$ cat src/rtl/wb_stream_burst_ctrl.sv
// ---------------------------------------------------------------------------
// wb_stream_burst_ctrl
//
// Drains a first-word-fall-through FIFO into a circular buffer in Wishbone
// address space using incrementing bursts. A burst starts when the FIFO
// holds at least burst_size words, or when a partial fill has waited for
// `timeout` cycles. Bursts never cross the end of the buffer. When the write
// index wraps back to zero, done_o pulses. In one-shot mode
// (continuous = 0) the engine then parks until enable is dropped.
//
// Ports
//   wb_clk_i, wb_rst_i   clock, synchronous active-high reset
//   wbm_*                Wishbone B4 master, write-only, registered bus
//                        control; wbm_dat_o is the FIFO head word
//   fifo_d/dv/cnt/rd     FWFT FIFO read side; fifo_rd pops the head word
//   enable               allows new bursts to start
//   start_adr, buf_size  buffer base (byte address) and length (words)
//   burst_size           preferred beats per burst (1..MAX_BURST_LEN)
//   timeout              idle cycles before a partial burst is flushed,
//                        0 disables flushing
//   continuous           1: keep wrapping around the buffer, 0: stop at end
//   busy                 a burst is in progress
//   done_o, err_o        one-cycle pulses: buffer wrapped / bus error
//   cur_idx              word index the next beat will write
// ---------------------------------------------------------------------------
module wb_stream_burst_ctrl #(
    parameter int WB_AW         = 32,
    parameter int WB_DW         = 32,
    parameter int FIFO_AW       = 4,
    parameter int MAX_BURST_LEN = 16,
    parameter int TIMEOUT_W     = 8
) (
    input  logic                               wb_clk_i,
    input  logic                               wb_rst_i,

    // Wishbone master
    output logic [WB_AW-1:0]                   wbm_adr_o,
    output logic [WB_DW-1:0]                   wbm_dat_o,
    output logic [WB_DW/8-1:0]                 wbm_sel_o,
    output logic                               wbm_we_o,
    output logic                               wbm_cyc_o,
    output logic                               wbm_stb_o,
    output logic [2:0]                         wbm_cti_o,
    output logic [1:0]                         wbm_bte_o,
    input  logic [WB_DW-1:0]                   wbm_dat_i,
    input  logic                               wbm_ack_i,
    input  logic                               wbm_err_i,
    input  logic                               wbm_rty_i,

    // FWFT FIFO
    input  logic [WB_DW-1:0]                   fifo_d,
    input  logic                               fifo_dv,
    input  logic [FIFO_AW:0]                   fifo_cnt,
    output logic                               fifo_rd,

    // Configuration
    input  logic                               enable,
    input  logic [WB_AW-1:0]                   start_adr,
    input  logic [WB_AW-1:0]                   buf_size,
    input  logic [$clog2(MAX_BURST_LEN):0]     burst_size,
    input  logic [TIMEOUT_W-1:0]               timeout,
    input  logic                               continuous,

    // Status
    output logic                               busy,
    output logic                               done_o,
    output logic                               err_o,
    output logic [WB_AW-1:0]                   cur_idx
);

    localparam int SEL_W = WB_DW / 8;
    localparam int BW    = $clog2(MAX_BURST_LEN) + 1;   // burst length width
    localparam int CW    = FIFO_AW + 1;                 // fifo count width

    // Common width for comparing lengths coming from differently sized inputs
    localparam int MW0 = (WB_AW > BW) ? WB_AW : BW;
    localparam int MW  = (MW0 > CW) ? MW0 : CW;

    localparam logic [WB_AW-1:0] STRIDE = WB_AW'(SEL_W);

    localparam logic [2:0] CTI_CLASSIC = 3'b000;
    localparam logic [2:0] CTI_INCR    = 3'b010;
    localparam logic [2:0] CTI_END     = 3'b111;

    // Parameter sanity checks at elaboration
    generate
        if (FIFO_AW < 1) begin : g_bad_fifo_aw
            $error("wb_stream_burst_ctrl: FIFO_AW must be greater than 0");
        end
        if (MAX_BURST_LEN < 1) begin : g_bad_max_burst
            $error("wb_stream_burst_ctrl: MAX_BURST_LEN must be at least 1");
        end
        if ((WB_DW % 8) != 0) begin : g_bad_dw
            $error("wb_stream_burst_ctrl: WB_DW must be a multiple of 8");
        end
    endgenerate

    typedef enum logic [1:0] {
        S_IDLE  = 2'd0,
        S_BURST = 2'd1,
        S_HOLD  = 2'd2
    } state_t;

    state_t               state_reg;
    logic [WB_AW-1:0]     idx_reg;
    logic [BW-1:0]        beat_reg;
    logic [BW-1:0]        len_reg;
    logic [TIMEOUT_W-1:0] tmo_reg;
    logic                 cyc_reg;
    logic                 stb_reg;
    logic                 we_reg;
    logic [2:0]           cti_reg;
    logic [SEL_W-1:0]     sel_reg;
    logic                 done_reg;
    logic                 err_reg;

    // ------------------------------------------------------------------
    // Burst start decision (evaluated while idle)
    // ------------------------------------------------------------------
    logic [WB_AW-1:0] words_left;
    logic [MW-1:0]    bsz_m;
    logic [MW-1:0]    cnt_m;
    logic [MW-1:0]    left_m;
    logic [MW-1:0]    len_cap_m;
    logic [MW-1:0]    len_m;
    logic [BW-1:0]    len_next;
    logic             fill_ok;
    logic             tmo_cond;
    logic             tmo_fire;
    logic             start_burst;

    // An index at or past the buffer end (buf_size shrunk underneath us)
    // yields zero words left, which blocks the start instead of issuing
    // a zero-length burst.
    assign words_left = (idx_reg < buf_size) ? (buf_size - idx_reg) : '0;

    assign bsz_m  = MW'(burst_size);
    assign cnt_m  = MW'(fifo_cnt);
    assign left_m = MW'(words_left);

    assign fill_ok  = (cnt_m >= bsz_m);
    // Flush timer only runs while a partial burst is waiting
    assign tmo_cond = enable && (timeout != '0) && (fifo_cnt != '0) && !fill_ok;
    assign tmo_fire = tmo_cond && (tmo_reg == timeout);

    // Clip to the buffer end, and to the FIFO level on a timeout flush
    assign len_cap_m = (left_m < bsz_m) ? left_m : bsz_m;
    assign len_m     = (tmo_fire && (cnt_m < len_cap_m)) ? cnt_m : len_cap_m;
    assign len_next  = BW'(len_m);

    assign start_burst = (state_reg == S_IDLE) && enable
                         && (fill_ok || tmo_fire) && (len_m != '0);

    // ------------------------------------------------------------------
    // Beat bookkeeping (evaluated while bursting)
    // ------------------------------------------------------------------
    logic             idx_wrap;
    logic [WB_AW-1:0] idx_inc;
    logic             last_beat;
    logic             next_is_last;

    assign idx_wrap     = (idx_reg == (buf_size - WB_AW'(1)));
    assign idx_inc      = idx_wrap ? '0 : (idx_reg + WB_AW'(1));
    assign last_beat    = (beat_reg == (len_reg - BW'(1)));
    // Beat after the one being acked is the final one
    assign next_is_last = ((beat_reg + BW'(2)) == len_reg);

    // ------------------------------------------------------------------
    // Control FSM with registered bus outputs
    // ------------------------------------------------------------------
    always_ff @(posedge wb_clk_i) begin
        if (wb_rst_i) begin
            state_reg <= S_IDLE;
            idx_reg   <= '0;
            beat_reg  <= '0;
            len_reg   <= '0;
            tmo_reg   <= '0;
            cyc_reg   <= 1'b0;
            stb_reg   <= 1'b0;
            we_reg    <= 1'b0;
            cti_reg   <= CTI_CLASSIC;
            sel_reg   <= '0;
            done_reg  <= 1'b0;
            err_reg   <= 1'b0;
        end else begin
            done_reg <= 1'b0;
            err_reg  <= 1'b0;

            case (state_reg)
                S_IDLE: begin
                    if (start_burst) begin
                        state_reg <= S_BURST;
                        len_reg   <= len_next;
                        beat_reg  <= '0;
                        tmo_reg   <= '0;
                        cyc_reg   <= 1'b1;
                        stb_reg   <= 1'b1;
                        we_reg    <= 1'b1;
                        sel_reg   <= '1;
                        cti_reg   <= (len_next == BW'(1)) ? CTI_END : CTI_INCR;
                    end else if (tmo_cond) begin
                        tmo_reg <= tmo_reg + TIMEOUT_W'(1);
                    end else begin
                        tmo_reg <= '0;
                    end
                end

                S_BURST: begin
                    tmo_reg <= '0;
                    // ack beats err beats rty
                    if (wbm_ack_i) begin
                        idx_reg  <= idx_inc;
                        beat_reg <= beat_reg + BW'(1);
                        if (idx_wrap) begin
                            done_reg <= 1'b1;
                        end
                        if (last_beat) begin
                            cyc_reg   <= 1'b0;
                            stb_reg   <= 1'b0;
                            we_reg    <= 1'b0;
                            sel_reg   <= '0;
                            cti_reg   <= CTI_CLASSIC;
                            state_reg <= (idx_wrap && !continuous) ? S_HOLD : S_IDLE;
                        end else begin
                            cti_reg <= next_is_last ? CTI_END : CTI_INCR;
                        end
                    end else if (wbm_err_i) begin
                        // Abort; the failed beat stays in the FIFO and
                        // idx still points at it.
                        cyc_reg   <= 1'b0;
                        stb_reg   <= 1'b0;
                        we_reg    <= 1'b0;
                        sel_reg   <= '0;
                        cti_reg   <= CTI_CLASSIC;
                        err_reg   <= 1'b1;
                        state_reg <= S_IDLE;
                    end else if (wbm_rty_i) begin
                        // Back off quietly; the idle logic re-evaluates
                        // the burst from the current index and fill.
                        cyc_reg   <= 1'b0;
                        stb_reg   <= 1'b0;
                        we_reg    <= 1'b0;
                        sel_reg   <= '0;
                        cti_reg   <= CTI_CLASSIC;
                        state_reg <= S_IDLE;
                    end
                end

                S_HOLD: begin
                    // Buffer filled in one-shot mode: wait for software to
                    // drop enable before arming again.
                    tmo_reg <= '0;
                    if (!enable) begin
                        state_reg <= S_IDLE;
                    end
                end

                default: begin
                    state_reg <= S_IDLE;
                end
            endcase
        end
    end

    // ------------------------------------------------------------------
    // Outputs
    // ------------------------------------------------------------------
    assign wbm_adr_o = start_adr + (idx_reg * STRIDE);
    assign wbm_dat_o = fifo_d;
    assign wbm_sel_o = sel_reg;
    assign wbm_we_o  = we_reg;
    assign wbm_cyc_o = cyc_reg;
    assign wbm_stb_o = stb_reg;
    assign wbm_cti_o = cti_reg;
    assign wbm_bte_o = 2'b00;

    // Pop exactly the word that the slave accepted
    assign fifo_rd = wbm_ack_i & stb_reg;

    assign busy    = (state_reg == S_BURST);
    assign done_o  = done_reg;
    assign err_o   = err_reg;
    assign cur_idx = idx_reg;

    // Write-only master: read data is ignored, and the FIFO level already
    // tells us whether the head word is valid.
    logic unused_inputs;
    assign unused_inputs = ^{wbm_dat_i, fifo_dv};

endmodule

$ cat config.mk
export PLATFORM = sky130hd
export DESIGN_NAME = wb_stream_burst_ctrl
export DESIGN_NICKNAME = d
export VERILOG_FILES = /design/src/rtl/wb_stream_burst_ctrl.sv
export SDC_FILE = /design/constraint.sdc
export NUM_CORES = 1
export LEC_CHECK = 0
export ABC_AREA = 1
export BUFFER_PORTS_ARGS = -buffer_cell sky130_fd_sc_hd__buf_4
export CAP_MARGIN = 40
export CORE_ASPECT_RATIO = 0.6
export CORE_UTILIZATION = 28
export DETAILED_ROUTE_END_ITERATION = 8
export SYNTH_ARGS = -nofsm -noshare
export SYNTH_HDL_FRONTEND = slang
export SYNTH_SLANG_ARGS = --single-unit
$ cat constraint.sdc
create_clock -name wb_clk_i -period 7.1 [get_ports wb_clk_i]
set_input_delay 1.42 -clock wb_clk_i [delete_from_list [all_inputs] [get_ports wb_clk_i]]
set_output_delay 1.42 -clock wb_clk_i [all_outputs]
set_load 0.005 [all_outputs]
# ---- Word-level counts from Yosys, hierarchy flattened
# Index checks and enable logic that the tools add are counted.
dict set report totals {
  out_inout_bits 112
  ff_bits 62
  input_bits 154
}
dict set report classes {
  n_lt_le_gt_ge 4
  n_eq_ne 12
  n_reduce_logical 27
  bitwise 3
  muxes 40
  n_addsub 8
}
# operator n
set ops {}
lappend ops {{$mux W32} 4}
lappend ops {{$add A32 B1 Y32 const B} 1}
lappend ops {{$add A32 B32 Y32} 1}
lappend ops {{$eq A32 B32 Y1} 1}
lappend ops {{$lt A32 B32 Y1} 1}
lappend ops {{$lt A32 B5 Y1} 1}
lappend ops {{$lt A5 B32 Y1} 1}
lappend ops {{$reduce_bool A32 Y1} 1}
lappend ops {{$sub A32 B1 Y32 const B} 1}
lappend ops {{$sub A32 B32 Y32} 1}
lappend ops {{$mux W3} 7}
lappend ops {{$mux W4} 5}
lappend ops {{$mux W8} 2}
lappend ops {{$pmux W8 S2} 1}
lappend ops {{$mux W2} 7}
lappend ops {{$eq A5 B5 Y1} 2}
lappend ops {{$mux W5} 2}
lappend ops {{$pmux W5 S2} 1}
lappend ops {{$logic_and A1 B1 Y1} 9}
lappend ops {{$add A8 B1 Y8 const B} 1}
lappend ops {{$eq A8 B8 Y1} 1}
lappend ops {{$pmux W4 S2} 1}
lappend ops {{$reduce_and A4 Y1} 2}
lappend ops {{$reduce_bool A8 Y1} 1}
lappend ops {{25 further kinds} 39}

# ---- Logic depth before layout (Yosys ltp)
dict set report depth {
  depth_word 11
  depth_mapped 43
  ltp_nobuf 43
}

# ---- Worst setup path before layout
# OpenSTA, ideal clock, no wires.
dict set report synth_path {
  path_type {input to output}
  startpoint {in start_adr[2]}
  endpoint {out wbm_adr_o[30]}
  path_stages 23
  n_path_buf 0
  setup_slack_ps 1265
  arrival_ps 4415
  required_time_ps 5680
  path_cell_list {ha_1 -> inv_1 -> fa_1 -> o21ai_0 -> a21oi_1 -> inv_1 -> a21oi_1 -> o21ai_0 -> nand4_1 -> o211ai_1 -> a21oi_1 -> o21ai_0 -> nand3_1 -> nand2_1 -> nand3_1 -> nand2_1 -> nand2_1 -> nand2_1 -> nand3_1 -> nand2_1 -> a21oi_1 -> o21ai_0 -> xor2_1}
}
dict set report synth_between {
  elab_chain_len 1
}
# item line
set synth_rtl {}
lappend synth_rtl {{start: declaration} 58} ;# input logic [WB_AW-1:0] start_adr,
lappend synth_rtl {{$add A32 B32 Y32} 268} ;# assign wbm_adr_o = start_adr + (idx_reg * STRIDE);
lappend synth_rtl {{end: declaration} 37} ;# output logic [WB_AW-1:0] wbm_adr_o,
# Every way passes these cells.

# ---- Worst setup path after layout
# Ends and elaborated chain as after synthesis.

==> summary.md <==
| Metric | Value |
|---|---|
| Hold buffer count at cts | 0 |
| Mean Syn Cell Area | 6.05 um^2 |
| Via count | 9675 |
| M1 WL | 15.8 mm |
| Total of max-cap violations | 0 |
| Dpl hpwl | 25.7 mm |
| DRC viols | 0 |
| Fin. Hold Viols | 0 |
| Finished Layout Cells | 2045 |
| Synth top area share | 0.157 |
| Gpl congestion | 0.910 |
| Worst Setup SP | start_adr[2] |
| Finished Cell Area | 10800 um^2 |
| Number of flip-flops in the largest register | 32 |
| Die area | 33200 um^2 |
| Die height | 142 um |
| Starting DRT DRC Count | 714 |
| Run status | finished, final reports clean |
| Final slew viol count | 0 |
| Worst min-delay path startpoint | len_reg[4] |
| GR Util All Layers | 0.177 |
| Number of flops mapped to enable cells by yosys | 0 |
| Placed cell areas | 10400 um^2 |
| # resized after CTS | 0 |
| Top cell by count, worst path | nand2_1 |
| Setup TNS | 0 ns |
| Crit-path slowest cell | fa_1 |
| XOR/XNOR Fraction of Synth Area | 0.114 |
| Yosys warning total | 0 |
| Chip width | 235 um |
| Met3 WL | 1.68 mm |
| Reg2Reg Launch Point | cur_idx[14] |
| # nets final | 1862 |
| Htree depth | 3 |
| CP max FO | 3 |
| Core footprint | 31500 um^2 |
| Main combinational cell family by area after synthesis | simple AND/OR/NAND/NOR gates |
| Worst-Margin Slew | 0.913 ns |
| Top cells by area, synth | nand2_1 (16%), dfxtp_1 (13%), ha_1 (11%) |
| Final setup viols | 0 |
| Port Buffers | 162 |
| Setup Crit Path Kind | in -> out |
| Bufs on Longest Clock Path | 2 |
| Share of cells above drive strength 1 | 0.160 |
| Post-synthesis simple-gate area fraction | 0.396 |
| Initial Util | 0.288 |
| Routed len/inst | 14.5 um |
| Path category of the worst min-delay check | reg -> reg |
| Register area share after synthesis | 0.125 |
| Arrival time worst endpoint | 5.17 ns |
| Synth unique cells | 57 |
| Mux cell area share after synthesis | 0 |
| Clock sinks | 57 |
| Area growth syn-to-layout | 18.5% |
| RSZ-0062 raised after global routing | false |
| Max frequency | 152 MHz |
| Clock latency on the worst-skew pair | 0.34 ns |
| Post-Syn Instances | 1502 |
| Routed WL | 29.7 mm |
| Seq cells post-synth | 57 |
| DR WL met2 | 12.0 mm |
| Max incr delay on CP | 0.41 ns |
| GRT overflow | 0 |
| Worst Skew | 0.00942 ns |
| Total CTS buffers | 9 |
| IO Count | 266 |
| Maximum VDD drop | 0.0840 mV |
| DR vias/cell | 4.73 |
| Cell Area, Synth | 9090 um^2 |
| FFs w/ async S/R, synth | 0 |
| Synth Flop Type | dfxtp_1 |
| Worst Hold Margin | 0.500 ns |
| CP Capture Type | primary output |
| Clock Tree Root | clkbuf_16 |
| Initial antenna violation count | 1 |
| Reg clk slew, reported paths | 0.06 ns |
| Period utilisation layout | 0.928 |
| CTS tree | built |
| Leading area contributor after synthesis | nand2_1 |
| Largest net degree at the start of global routing | 31 |
| Post-CTS Setup Inserts | 0 |
| Power per Cell Area | 129 nW/um^2 |
| Crit path launch type | input port |
| Post-route ant nets | 0 |
| Critical path required time | 5.68 ns |
| Synth Area in Compound Gates | 0.103 |
| Rows | 50 |
| DRT Pass-1 Iters | 5 |
| Vias in the first global route | 8785 |
| Placed cells | 2028 |
| Max layer used | met4 |
| Max-slew headroom | 0.376 |
| Area share of fa/ha/maj cells after synthesis | 0.119 |
| First-pass GRT wire length | 46.9 mm |
| Final min period | 6.59 ns |
| P_leak | 0.00534 uW |
cell families (layout without fill, tap and decap cells):
group	Yosys count	in the layout
other	1	3
adder cells (fa/ha/maj)	85	85
AO/OA/AOI/OAI	167	167
XOR/XNOR	118	118
flip-flops	57	57
buffers and inverters	294	419
AND/OR/NAND/NOR	780	780
routing by layer:
metal / global-route usage / up-vias
met3: 0.0222 / 17
met2: 0.255 / 266
met4: 0.0339 / 0
met5: 0 / -
li1: - / 5022
met1: 0.275 / 4370
cell type report:
class                           count  area (um^2)
Timing Repair Buffer              163         1220
Multi-Input combinational cell   1152         6660
Antenna cell                        1         2.50
Inverter                          240          902
Sequential cell                    57         1140
Tap cell                          416          520
Clock inverter                      5         78.8
Fill cell                        3487        20800
Clock buffer                       11          243
cell usage after synthesis (2+ instances only):
cell type	count
a21oi_1	97
nor3b_1	3
buf_2	2
nor3_1	33
nor3b_2	4
nand4_1	30
nand2_4	6
nand3_2	2
a2111oi_0	2
clkbuf_1	6
nor4_2	2
nand3_4	2
fa_1	2
nor2_2	5
xnor2_1	37
o21ai_1	6
nand3_1	74
o21ai_0	28
a21o_1	2
nor3_2	6
inv_1	223
or2_2	4
nor2_4	8
nand2_2	19
o21bai_1	6
nor4_1	10
nor2_1	162
nand3b_1	22
dfxtp_1	57
ha_1	83
and2_1	2
a31oi_1	6
buf_6	2
buf_4	43
nand2_1	381
o21a_1	7
inv_2	15
a21oi_2	4
xor2_1	81
critical path: cells and delay by family:
family / cells / cell delay, ns
compound gates: 9 / 1.79
simple gates: 9 / 0.87
fa+ha+maj: 2 / 0.57
buf+inv: 4 / 0.34
xor+xnor: 1 / 0.17
metrics by stage:
step | total power, uW | setup WS (ns) | utilization
detailed placement | 906 | 0.358 | 0.331
finish | 1380 | 0.510 | 0.342
CTS | 1390 | 0.353 | 0.342
global route | 1480 | 0.0491 | 0.342
global placement | 899 | 0.481 | 0.331
floorplan | 744 | 1.26 | -
power breakdown:
part,internal [uW],total [uW],switching [uW]
clock,316,479,163
combinational,218,544,326
sequential,339,362,22.9
cell usage in the layout (no fill, tap or decap), types with 2 or more instances in the layout:
cell type	synthesis	routed
clkbuf_16	0	9
buf_4	43	163
dfxtp_1	57	57
a2111oi_0	2	2
a31oi_1	6	6
a21o_1	2	2
fa_1	2	2
and2_1	2	2
nor3_2	6	6
nor4_2	2	2
inv_1	223	223
nor3b_1	3	3
ha_1	83	83
o21ai_0	28	27
nor2_4	8	8
nand3_2	2	2
nand4_1	30	30
a21oi_1	97	97
nor3b_2	4	4
conb_1	1	2
o21bai_1	6	6
nand2_2	19	19
o21a_1	7	7
nand3_4	2	2
nor2_1	162	162
nand3b_1	22	22
nor2_2	5	5
xor2_1	81	81
o21ai_1	6	7
inv_2	15	15
or2_2	4	4
nand3_1	74	74
nor4_1	10	10
nor3_1	33	33
a21oi_2	4	4
nand2_1	381	381
xnor2_1	37	37
nand2_4	6	6
clkinv_2	1	3
bufinv_16	0	2
path summary, 6_finish.rpt:
kind | endpoint | slack, ns | cells past startpoint
max | wbm_adr_o[30] | 0.51 | 25
min | len_reg[4] | 0.50 | 2
max reg2reg | beat_reg[1] | 1.78 | 36
min reg2reg | len_reg[4] | 0.50 | 2
Note: power is estimated with default switching activity, not from simulation.
